<file path="config.mk">
export PLATFORM = sky130hd
export DESIGN_NAME = fp_divider
export DESIGN_NICKNAME = d
export VERILOG_FILES = /design/src/rtl/fp_divider.sv
export SDC_FILE = /design/constraint.sdc
export NUM_CORES = 1
export LEC_CHECK = 0
export ABC_CLOCK_PERIOD_IN_PS = 5550
export BUFFER_PORTS_ARGS = -buffer_cell sky130_fd_sc_hd__buf_4
export CAP_MARGIN = 20
export CORE_ASPECT_RATIO = 0.7
export CORE_MARGIN = 5
export CORE_UTILIZATION = 30
export DETAILED_ROUTE_END_ITERATION = 8
export RECOVER_POWER = 50
export SKIP_LAST_GASP = 1
export SLEW_MARGIN = 20
export SYNTH_ARGS = -nofsm -noshare
export SYNTH_HDL_FRONTEND = slang
export SYNTH_SLANG_ARGS = --single-unit
</file>
<file path="constraint.sdc">
create_clock -name clk -period 5.55 [get_ports clk]
set_input_delay 0 -clock clk [delete_from_list [all_inputs] [get_ports clk]]
set_output_delay 0 -clock clk [all_outputs]
set_load 0.02 [all_outputs]
</file>
<file path="src/rtl/fp_divider.sv">
// -----------------------------------------------------------------------------
// fp_divider
//   Multi-cycle IEEE-754 single-precision divider (quotient = a / b).
//   A restoring divider produces 25 quotient bits, one bit per cycle.
//   Rounding is truncation. Denormal operands are treated as zero.
//   NaN, infinity and zero operands are decided in PACK. Every operation
//   runs through the same path, so the latency is always the same:
//   29 cycles from the start edge to the done cycle.
//
//   Ports
//     clk        in   1   clock; all state changes on the rising edge
//     reset      in   1   synchronous, active-high reset
//     a          in  32   dividend, captured when an operation starts
//     b          in  32   divisor, captured when an operation starts
//     available  in   1   start request; only looked at in IDLE
//     quotient   out 32   registered result; held until the next completion
//     done       out  1   one-cycle pulse; quotient is valid in that cycle
//     busy       out  1   high in every state except IDLE
//     fsm_state  out  3   current FSM state encoding, for observation only
//
//   Handshake: when the block is in IDLE and available=1 at a rising edge,
//   that edge starts an operation and captures a/b. While busy=1, available
//   is ignored and requests are not queued. The result is presented with a
//   single done pulse. If available stays high, the next operation starts at
//   the first IDLE edge after DONE, which gives one operation per 30 cycles.
// -----------------------------------------------------------------------------
module fp_divider (
   input  logic        clk,
   input  logic        reset,
   input  logic [31:0] a,
   input  logic [31:0] b,
   input  logic        available,
   output logic [31:0] quotient,
   output logic        done,
   output logic        busy,
   output logic [2:0]  fsm_state
);

   typedef enum logic [2:0] {
      IDLE      = 3'd0,
      UNPACK    = 3'd1,
      DIVIDE    = 3'd2,
      NORMALIZE = 3'd3,
      PACK      = 3'd4,
      DONE      = 3'd5
   } state_t;

   localparam logic [31:0] QNAN = 32'h7FC0_0000;

   state_t             state;

   // Operands captured at the start edge
   logic [31:0]        op_a;
   logic [31:0]        op_b;

   // Unpacked fields
   logic               sign;
   logic [7:0]         ea;
   logic [7:0]         eb;
   logic [23:0]        mb;

   // Divider datapath
   logic [25:0]        rem;
   logic [24:0]        q;
   logic [4:0]         iter;

   // Normalized result before range and special-case checks
   logic signed [9:0]  exp_r;
   logic [22:0]        man_r;

   // Combinational helpers
   logic               qbit;
   logic [25:0]        rem_sub;
   logic signed [9:0]  exp_calc;
   logic [22:0]        man_calc;
   logic [31:0]        pack_result;

   logic a_zero, a_inf, a_nan;
   logic b_zero, b_inf, b_nan;

   assign fsm_state = state;

   // One restoring step: subtract the divisor when it fits.
   always_comb begin
      qbit    = (rem >= {2'b00, mb});
      rem_sub = qbit ? (rem - {2'b00, mb}) : rem;
   end

   // q[24] set means the mantissa ratio is >= 1.0, so the leading one is at
   // bit 24 and the exponent bias stays 127. Otherwise the leading one is
   // at bit 23 and the exponent is one lower.
   always_comb begin
      if (q[24]) begin
         man_calc = q[23:1];
         exp_calc = $signed({2'b00, ea}) - $signed({2'b00, eb}) + 10'sd127;
      end else begin
         man_calc = q[22:0];
         exp_calc = $signed({2'b00, ea}) - $signed({2'b00, eb}) + 10'sd126;
      end
   end

   // Operand classes come from the captured operands. An exponent of 0 is
   // zero whatever the mantissa, so denormals are flushed.
   always_comb begin
      a_zero = (op_a[30:23] == 8'h00);
      a_inf  = (op_a[30:23] == 8'hFF) && (op_a[22:0] == 23'h0);
      a_nan  = (op_a[30:23] == 8'hFF) && (op_a[22:0] != 23'h0);
      b_zero = (op_b[30:23] == 8'h00);
      b_inf  = (op_b[30:23] == 8'hFF) && (op_b[22:0] == 23'h0);
      b_nan  = (op_b[30:23] == 8'hFF) && (op_b[22:0] != 23'h0);
   end

   // Final result. The special cases are checked in priority order, so they
   // override the arithmetic result.
   always_comb begin
      pack_result = {sign, exp_r[7:0], man_r};
      if (exp_r >= 10'sd255) begin
         pack_result = {sign, 8'hFF, 23'h0};
      end else if (exp_r <= 10'sd0) begin
         pack_result = {sign, 31'h0};
      end
      if (a_nan || b_nan || (a_zero && b_zero) || (a_inf && b_inf)) begin
         pack_result = QNAN;
      end else if (a_inf || b_zero) begin
         pack_result = {sign, 8'hFF, 23'h0};
      end else if (a_zero || b_inf) begin
         pack_result = {sign, 31'h0};
      end
   end

   always_ff @(posedge clk) begin
      if (reset) begin
         state    <= IDLE;
         quotient <= 32'h0;
         done     <= 1'b0;
         busy     <= 1'b0;
         op_a     <= 32'h0;
         op_b     <= 32'h0;
         sign     <= 1'b0;
         ea       <= 8'h0;
         eb       <= 8'h0;
         mb       <= 24'h0;
         rem      <= 26'h0;
         q        <= 25'h0;
         iter     <= 5'h0;
         exp_r    <= 10'sd0;
         man_r    <= 23'h0;
      end else begin
         case (state)
            IDLE: begin
               if (available) begin
                  op_a  <= a;
                  op_b  <= b;
                  busy  <= 1'b1;
                  state <= UNPACK;
               end
            end

            UNPACK: begin
               sign  <= op_a[31] ^ op_b[31];
               ea    <= op_a[30:23];
               eb    <= op_b[30:23];
               mb    <= {1'b1, op_b[22:0]};
               rem   <= {2'b00, 1'b1, op_a[22:0]};
               q     <= 25'h0;
               iter  <= 5'h0;
               state <= DIVIDE;
            end

            DIVIDE: begin
               // After the subtraction rem_sub < mb < 2^24, so the shift
               // never loses a set bit.
               rem  <= {rem_sub[24:0], 1'b0};
               q    <= {q[23:0], qbit};
               iter <= iter + 5'd1;
               if (iter == 5'd24) begin
                  state <= NORMALIZE;
               end
            end

            NORMALIZE: begin
               exp_r <= exp_calc;
               man_r <= man_calc;
               state <= PACK;
            end

            PACK: begin
               quotient <= pack_result;
               done     <= 1'b1;
               state    <= DONE;
            end

            DONE: begin
               done  <= 1'b0;
               busy  <= 1'b0;
               state <= IDLE;
            end

            default: begin
               done  <= 1'b0;
               busy  <= 1'b0;
               state <= IDLE;
            end
         endcase
      end
   end

endmodule

</file>
==> reports/results.ini, run 1 <==
[setup_path]
reg2regPathDepth = 6
start_kind = register
number_of_cells_on_the_critical_path = 6
cp_slowest_cell = sky130_fd_sc_hd__clkbuf_1
cp_max_fo = 64
crit_family = buffers and inverters
critical_path.cell_chain = nor2_1 -> nand2_1 -> or2_2 -> clkbuf_1 -> nand2_1 -> a21oi_1
setup.worst_path.class = reg2reg
path_buf_inv = 1
arrival_ns = 4.01
crit_path_frequent_cell = sky130_fd_sc_hd__nand2_1
max_stage_delay_ns = 2.02
critPathRequiredTime_ns = 6.00
critical_path.endpoint_type = register

[global_routing]
grt.total_usage_pct = 14.9
largest_net_degree_at_the_start_of_global_routing = 113
grt_pass1_wl_um = 50700
first_global_vias = 9586
initial_antenna_violation_count = 0
global_route.overflow_total = 0

[place]
final_replace_weighted_congestion = 0.873
place.detailed.instances = 1883
port_buffers = 103
post-dp-hpwl_um = 21200

[logic_synthesis]
synth_ff_type = sky130_fd_sc_hd__dfxtp_1
synth_area_per_cell_sq_um = 7.88
syn-num-nets = 1495
ys_types = 67
synth_async_sr_flop_share_pct = 0
yosysWarningCount = 0
synth_seq_area_share_pct = 42.3
synth.cell_area_sq_um = 10900
synth_cells = 1389
synth-seq-cells = 231
synth_enable_flop_cells = 0

[finish]
diodes = 0
final-instance-count-excl-fill = 1989
num-nets-final = 1602
drive_above_1_share_pct = 9.61
layout-area-overhead-vs-synth_pct = 21.6

[route]
initialDrtViolationCount = 801
routed_wl_um = 30900
antenna_violating_nets_post_route = 0
post_detailed_route_wirelength_per_cell_um = 15.5
detailedRoute.firstPassIterationCount = 5
vias_per_cell = 5.06
post-route-drc-count = 0
vias = 10100

[status]
run_status = finished with violations
violations = max-capacitance violations, max-slew violations

[power]
power_per_cell_area_nw_per_um2 = 354
peakVddDrop_uv = 208
leakagePower_nw = 4.72
design_power_total_mw = 4.71

[hold_path]
holdPathStages = 4
min-delay-path-class = in2reg

[flow_run]
max_cap_viol_count = 2

[floorplanning]
floorplan.initialDensity_pct = 30.4
row_count = 58
design.core.area_sq_um = 36000
die_w_um = 238
die-area_sq_um = 40400
io_pins = 104
die_y_extent_um = 170

[clocking]
htree_levels = 1
clk_path_buf_depth = 3
cts_post_setup_buffers_inserted = 0
clk_pin_slew_worst_paths_ns = 0.06
cts_tree = done
cts_sinks = 231
clock_tree.root_cell = sky130_fd_sc_hd__clkbuf_16
cts_buffers = 25
clk-insertion-delay-late_ns = 0.53
cts_resized = 0
cts-hold-fix-buffers = 66

[timing]
headroom_to_the_max_slew_limit_pct = -92.2
final.setup_skew_ns = 0.0128
setup_repair_after_global_routing_missed_its_margin = false
finalWorstPathRequiredPeriod_ns = 3.56
drv_slew = 178
setup_tns_ns = 0
max_freq_mhz = 281
setup_viol_count_final = 0
finalCritPeriodShare_pct = 64.1
finalHoldViolations = 0
worstMarginPinSlew_ns = 2.88

[cell usage in the layout, fill, tap and decap left out, types with 20 or more instances in the layout]
cell type	count
sky130_fd_sc_hd__dfxtp_1	230
sky130_fd_sc_hd__o21ai_0	29
sky130_fd_sc_hd__nor2_1	135
sky130_fd_sc_hd__dlygate4sd3_1	66
sky130_fd_sc_hd__nand2_1	303
sky130_fd_sc_hd__a22oi_1	49
sky130_fd_sc_hd__buf_4	70
sky130_fd_sc_hd__a31oi_1	27
sky130_fd_sc_hd__a21oi_1	146
sky130_fd_sc_hd__inv_1	43
sky130_fd_sc_hd__nor3_1	20
sky130_fd_sc_hd__clkbuf_1	42
sky130_fd_sc_hd__ha_1	38
sky130_fd_sc_hd__mux2i_1	28
sky130_fd_sc_hd__a211oi_1	39
sky130_fd_sc_hd__clkbuf_16	25
[stage by stage]
stage               utilization, %  hold WS [ns]  worst slack [ns]  instance area [sq um]
floorplan                        -         0.136              2.95                  10900
global route                  37.0         0.267              1.42                  13300
CTS                           37.4         0.237              2.05                  13500
detailed placement            33.4         0.259              2.05                  12000
global placement              33.4         0.253              2.19                  12000
finish                        37.0         0.264              1.99                  13300
[registers in the layout, indices dropped and copies added (netlist names)]
name and flops:
op_a 32, eb 8, op_b 32, man_r 23, busy 1, fsm_state 3, q 25, done 1
quotient 32, sign 1, exp_r 10, iter 5, mb 24, rem 26, ea 8
[worst register-to-register path: cells and delay by family, from the launching register on]
kind                   cells  cell delay [ns]
AND/OR/NAND/NOR            4             0.68
AO/OA/AOI/OAI              1             0.26
buffers and inverters      1             2.02
flip-flops                 1             0.53
[cell type report]
cell class	instances	area, sq um
repair buffers	177	1350
well taps	480	601
fillers	3799	22700
multi-input cells	1017	5800
flip-flops and latches	231	4630
inverters	44	165
clock inverters	7	66.3
clock buffers	33	696
[cells in the mapped netlist, drive strengths merged (3+ instances only)]
library cell	number	area, sq um
a22oi	49	368
and2	3	18.8
mux2i	28	280
nor4	18	113
clkbuf	75	282
o31ai	9	67.6
nand2	304	1140
o211ai	6	50.1
a31oi	27	169
o21bai	4	30.0
and3	7	43.8
nor3	21	110
a21oi	148	756
o21ai	30	150
a31o	9	78.8
nor2	137	514
buf	22	103
xor2	14	123
o311a	4	40.0
dfxtp	231	4620
ha	38	475
o31a	3	26.3
a211oi	40	305
nor3b	3	22.5
o21a	9	67.6
nand3	17	85.1
or2	6	37.5
inv	44	165
nand4	14	87.6
a21o	11	82.6
a311oi	3	26.3
nand2b	3	18.8
nor2b	6	45.0
xnor2	16	140
[kinds of logic after synthesis]
kind of cell             after synthesis  share of synthesized area, %
multiplexers                          28                          2.56
adder cells (fa/ha/maj)               40                          4.63
flip-flops                           231                          42.3
AND/OR/NAND/NOR                      552                          21.4
AO/OA/AOI/OAI                        367                          21.7
buffers and inverters                141                          5.02
XOR/XNOR                              30                          2.40
[routing by layer]
layer	up-vias	global-route usage, %	share of wire (%)
li1	5058	-	-
met1	4716	21.9	51
met2	251	22.3	41
met3	46	3.30	6.3
met4	0	3.17	2.0
met5	-	0	0
[where the power goes]
group          total (mW)  internal (mW)  switching, mW  leakage, nW
sequential           1.83           1.75         0.0814         1.88
combinational        1.30          0.491          0.814         2.47
clock                1.58          0.918          0.660        0.376
total                4.71           3.15           1.56         4.72
[worst paths after layout]
check | from | end | slack [ns]
min reg2reg | eb[7] | eb[7] | 0.45
max reg2reg | fsm_state[0] | op_a[31] | 1.99
max | fsm_state[0] | op_a[31] | 1.99
min | b[9] | op_b[9] | 0.26
(Power assumes the default switching activity.)
==> run 2: changes to the inputs <==
ABC_AREA = 1   (was default)
ABC_CLOCK_PERIOD_IN_PS = 3500   (was 5550)
clock period = 3.5 ns   (was 5.55 ns; I/O delays follow)
==> reports/results.ini, run 2 <==
[status]
run_status = finished, final reports clean

[logic_synthesis]
synth_seq_area_share_pct = 39.3  ; -2.9 points
synth_top_cells_by_area = sky130_fd_sc_hd__dfxtp_1, sky130_fd_sc_hd__nand2_1, sky130_fd_sc_hd__a21oi_1, sky130_fd_sc_hd__inv_1, sky130_fd_sc_hd__o21ai_0
synth_most_common_cell = sky130_fd_sc_hd__nand2_1
synth_ff_type = sky130_fd_sc_hd__dfxtp_1
synth_cells = 1741  ; +25%
yosysWarningCount = 0  ; unchanged
synth_area_per_cell_sq_um = 6.75  ; -14%
yosys-top-cells-count = sky130_fd_sc_hd__nand2_1, sky130_fd_sc_hd__inv_1, sky130_fd_sc_hd__dfxtp_1
synth-seq-cells = 231  ; unchanged
synth_top_cell_by_area = sky130_fd_sc_hd__dfxtp_1
ys_types = 39  ; -42%
synth_enable_flop_cells = 0  ; unchanged
syn-num-nets = 1847  ; +24%
synth_async_sr_flop_share_pct = 0  ; unchanged
yosys.area.top_type_share_pct = 39.3  ; -2.9 points
synth.cell_area_sq_um = 11800  ; +7.5%

[timing]
max_freq_mhz = 395  ; +40%
headroom_to_the_max_slew_limit_pct = 14.1  ; +110 points
setup_repair_after_global_routing_missed_its_margin = false
setup_tns_ns = 0  ; unchanged
finalWorstPathRequiredPeriod_ns = 2.53  ; -1.02 ns
setup_slack_ns = 0.968  ; -1.03 ns
finalHoldViolations = 0  ; unchanged
drv_slew = 0  ; -100%
final.setup_skew_ns = 0.0161  ; +0.00326 ns
setup_viol_count_final = 0  ; unchanged
finalCritPeriodShare_pct = 72.3  ; +8.3 points
worstMarginPinSlew_ns = 1.29  ; -1.59 ns

[global_routing]
global_route.overflow_total = 0  ; unchanged
initial_antenna_violation_count = 0  ; unchanged
grt_pass1_wl_um = 60000  ; +18%
largest_net_degree_at_the_start_of_global_routing = 104  ; -8.0%
first_global_vias = 10600  ; +11%
grt.total_usage_pct = 17.1  ; +2.3 points

[route]
vias = 11600  ; +15%
post-route-drc-count = 0  ; unchanged
post_detailed_route_wirelength_per_cell_um = 15.7  ; +1.2%
initialDrtViolationCount = 1101  ; +37%
vias_per_cell = 4.83  ; -4.7%
routed_wl_um = 37800  ; +22%
detailedRoute.firstPassIterationCount = 5  ; unchanged
antenna_violating_nets_post_route = 0  ; unchanged

[finish]
num-nets-final = 1967  ; +23%
mostFrequentLayoutCells = sky130_fd_sc_hd__nand2_1, sky130_fd_sc_hd__inv_1, sky130_fd_sc_hd__dfxtp_1
final-instance-count-excl-fill = 2406  ; +21%
diodes = 0  ; unchanged
finished_layout_cell_area_sq_um = 14200  ; +7.0%
largestRegisters = op_a: 32 flops, op_b: 32 flops, quotient: 32 flops
drive_above_1_share_pct = 7.61  ; -2.0 points
layout_commonest_cell = sky130_fd_sc_hd__nand2_1
layout-area-overhead-vs-synth_pct = 21.1

[place]
place.detailed.instances = 2296  ; +22%
post-dp-hpwl_um = 26600  ; +25%
placed_area_sq_um = 13000  ; +7.8%
place_worst_setup_slack_ns = 1.02  ; -1.03 ns
port_buffers = 103  ; unchanged
final_replace_weighted_congestion = 0.954  ; +9.3%

[clocking]
htree_levels = 1  ; unchanged
cts_sinks = 231  ; unchanged
cts_buffers = 25  ; unchanged
clk-insertion-delay-late_ns = 0.55  ; +0.02 ns
clk_pin_slew_worst_paths_ns = 0.06  ; about the same
clk_path_buf_depth = 3  ; unchanged
clock_tree.root_cell = sky130_fd_sc_hd__clkbuf_16
cts_resized = 0  ; unchanged
cts_tree = done
cts_post_setup_buffers_inserted = 0  ; unchanged

[floorplanning]
die-area_sq_um = 43300  ; +7.1%
row_count = 60  ; +3.4%
io_pins = 104  ; unchanged
design.core.area_sq_um = 38600  ; +7.2%
die_y_extent_um = 176  ; +3.5%
die_w_um = 247  ; +3.5%
floorplan.initialDensity_pct = 30.5  ; +0.079 points

[setup_path]
reg2regPathDepth = 15  ; +9
critical_path.endpoint_type = register
cp_slowest_cell = sky130_fd_sc_hd__fa_1
timing.rr.start = rem[0]
setup.worst_path.class = reg2reg
critical_path.reg2reg.endpoint = rem[17]
critical_path.cell_chain = inv_1 -> ha_1 -> inv_1 -> fa_1 -> inv_1 -> nor2_1 -> nor2_1 -> o21ai_0 -> nand2_1 -> nand2_1 -> xor2_1 -> nand2_1 -> nand3_1 -> nand2_1 -> inv_1
cp_max_fo = 4  ; -94%
arrival_ns = 2.99  ; -1.02 ns
start_kind = register
critPathRequiredTime_ns = 3.95  ; -2.05 ns
r2r_slack_ns = 0.97  ; -1.03 ns
max_stage_delay_ns = 0.47  ; -1.55 ns

[hold_path]
whs_endpoint = fsm_state[1]
min-delay-path-class = in2reg
holdPathStages = 2  ; -2
worst_hold_startpoint = reset

[flow_run]
max_cap_viol_count = 0  ; -2

[power]
peakVddDrop_uv = 355  ; +71%
leakagePower_nw = 5.95  ; +26%
design_power_total_mw = 10.7  ; +130%
power_per_cell_area_nw_per_um2 = 755  ; +110%

## run 2: final cells by class
cell class | count | area [sq um]
Clock inverter | 12 | 100
Clock buffer | 33 | 696
Fill cell | 4163 | 24300
Multi-Input combinational cell | 1170 | 5830
Inverter | 249 | 936
Timing Repair Buffer | 184 | 1400
Sequential cell | 231 | 4620
Tap cell | 527 | 659
## run 2: per-stage QoR
step | util, % | hold WS [ns]
floorplan | - | 0.191
global placement | 33.6 | 0.284
detailed placement | 33.6 | 0.288
CTS | 37.4 | 0.00163
global route | 36.9 | 0.0333
finish | 36.9 | 0.0116
## run 2: per-layer routing
metal  GRT usage [%]  up-vias  share of wire (%)
li1                -     5932                  -
met1            27.6     5317                 53
met2            23.9      323                 39
met3            2.34       41                6.2
met4            3.53        0                2.1
met5               0        -                  0
## run 2: how the worst max path moves through the flow
| stage | from | to | slack, ns | depth (start not counted) |
|---|---|---|---|---|
| detailed placement | mb[15] | rem[21] | 1.02 | 13 |
| global placement | mb[15] | rem[24] | 1.03 | 13 |
| global route | mb[15] | rem[21] | 0.71 | 13 |
| floorplan | rem[0] | rem[13] | 1.55 | 15 |
| finish | rem[0] | rem[17] | 0.97 | 15 |
| CTS | mb[15] | rem[21] | 0.99 | 13 |
## run 2: cells by family after synthesis
group	share of synthesized area, %
AND/OR/NAND/NOR	24.1
AO/OA/AOI/OAI	19.9
buffers and inverters	11.1
flip-flops	39.3
adder cells (fa/ha/maj)	4.21
XOR/XNOR	1.34
## run 2: what timing repair did
| action | CTS | global route |
|---|---|---|
| hold buffers | 65 | 0 |
| endpoints found under the setup margin | 0 | 0 |
| endpoints found under the hold margin | 65 | 0 |
## run 2: power breakdown
group / switching (mW) / internal, mW / total (mW)
logic: 3.44 / 1.55 / 4.99
registers: 0.198 / 2.97 / 3.16
clock network: 1.12 / 1.47 / 2.59
## run 2: critical path, delay by kind of cell, from the launching register on
family | cells | cell delay [ns]
buffers and inverters | 4 | 0.26
AOI/OAI and AO/OA | 1 | 0.34
and+or+nand+nor | 7 | 0.79
adders and majority gates | 2 | 0.60
DFF | 1 | 0.31
xor gates and xnor gates | 1 | 0.15
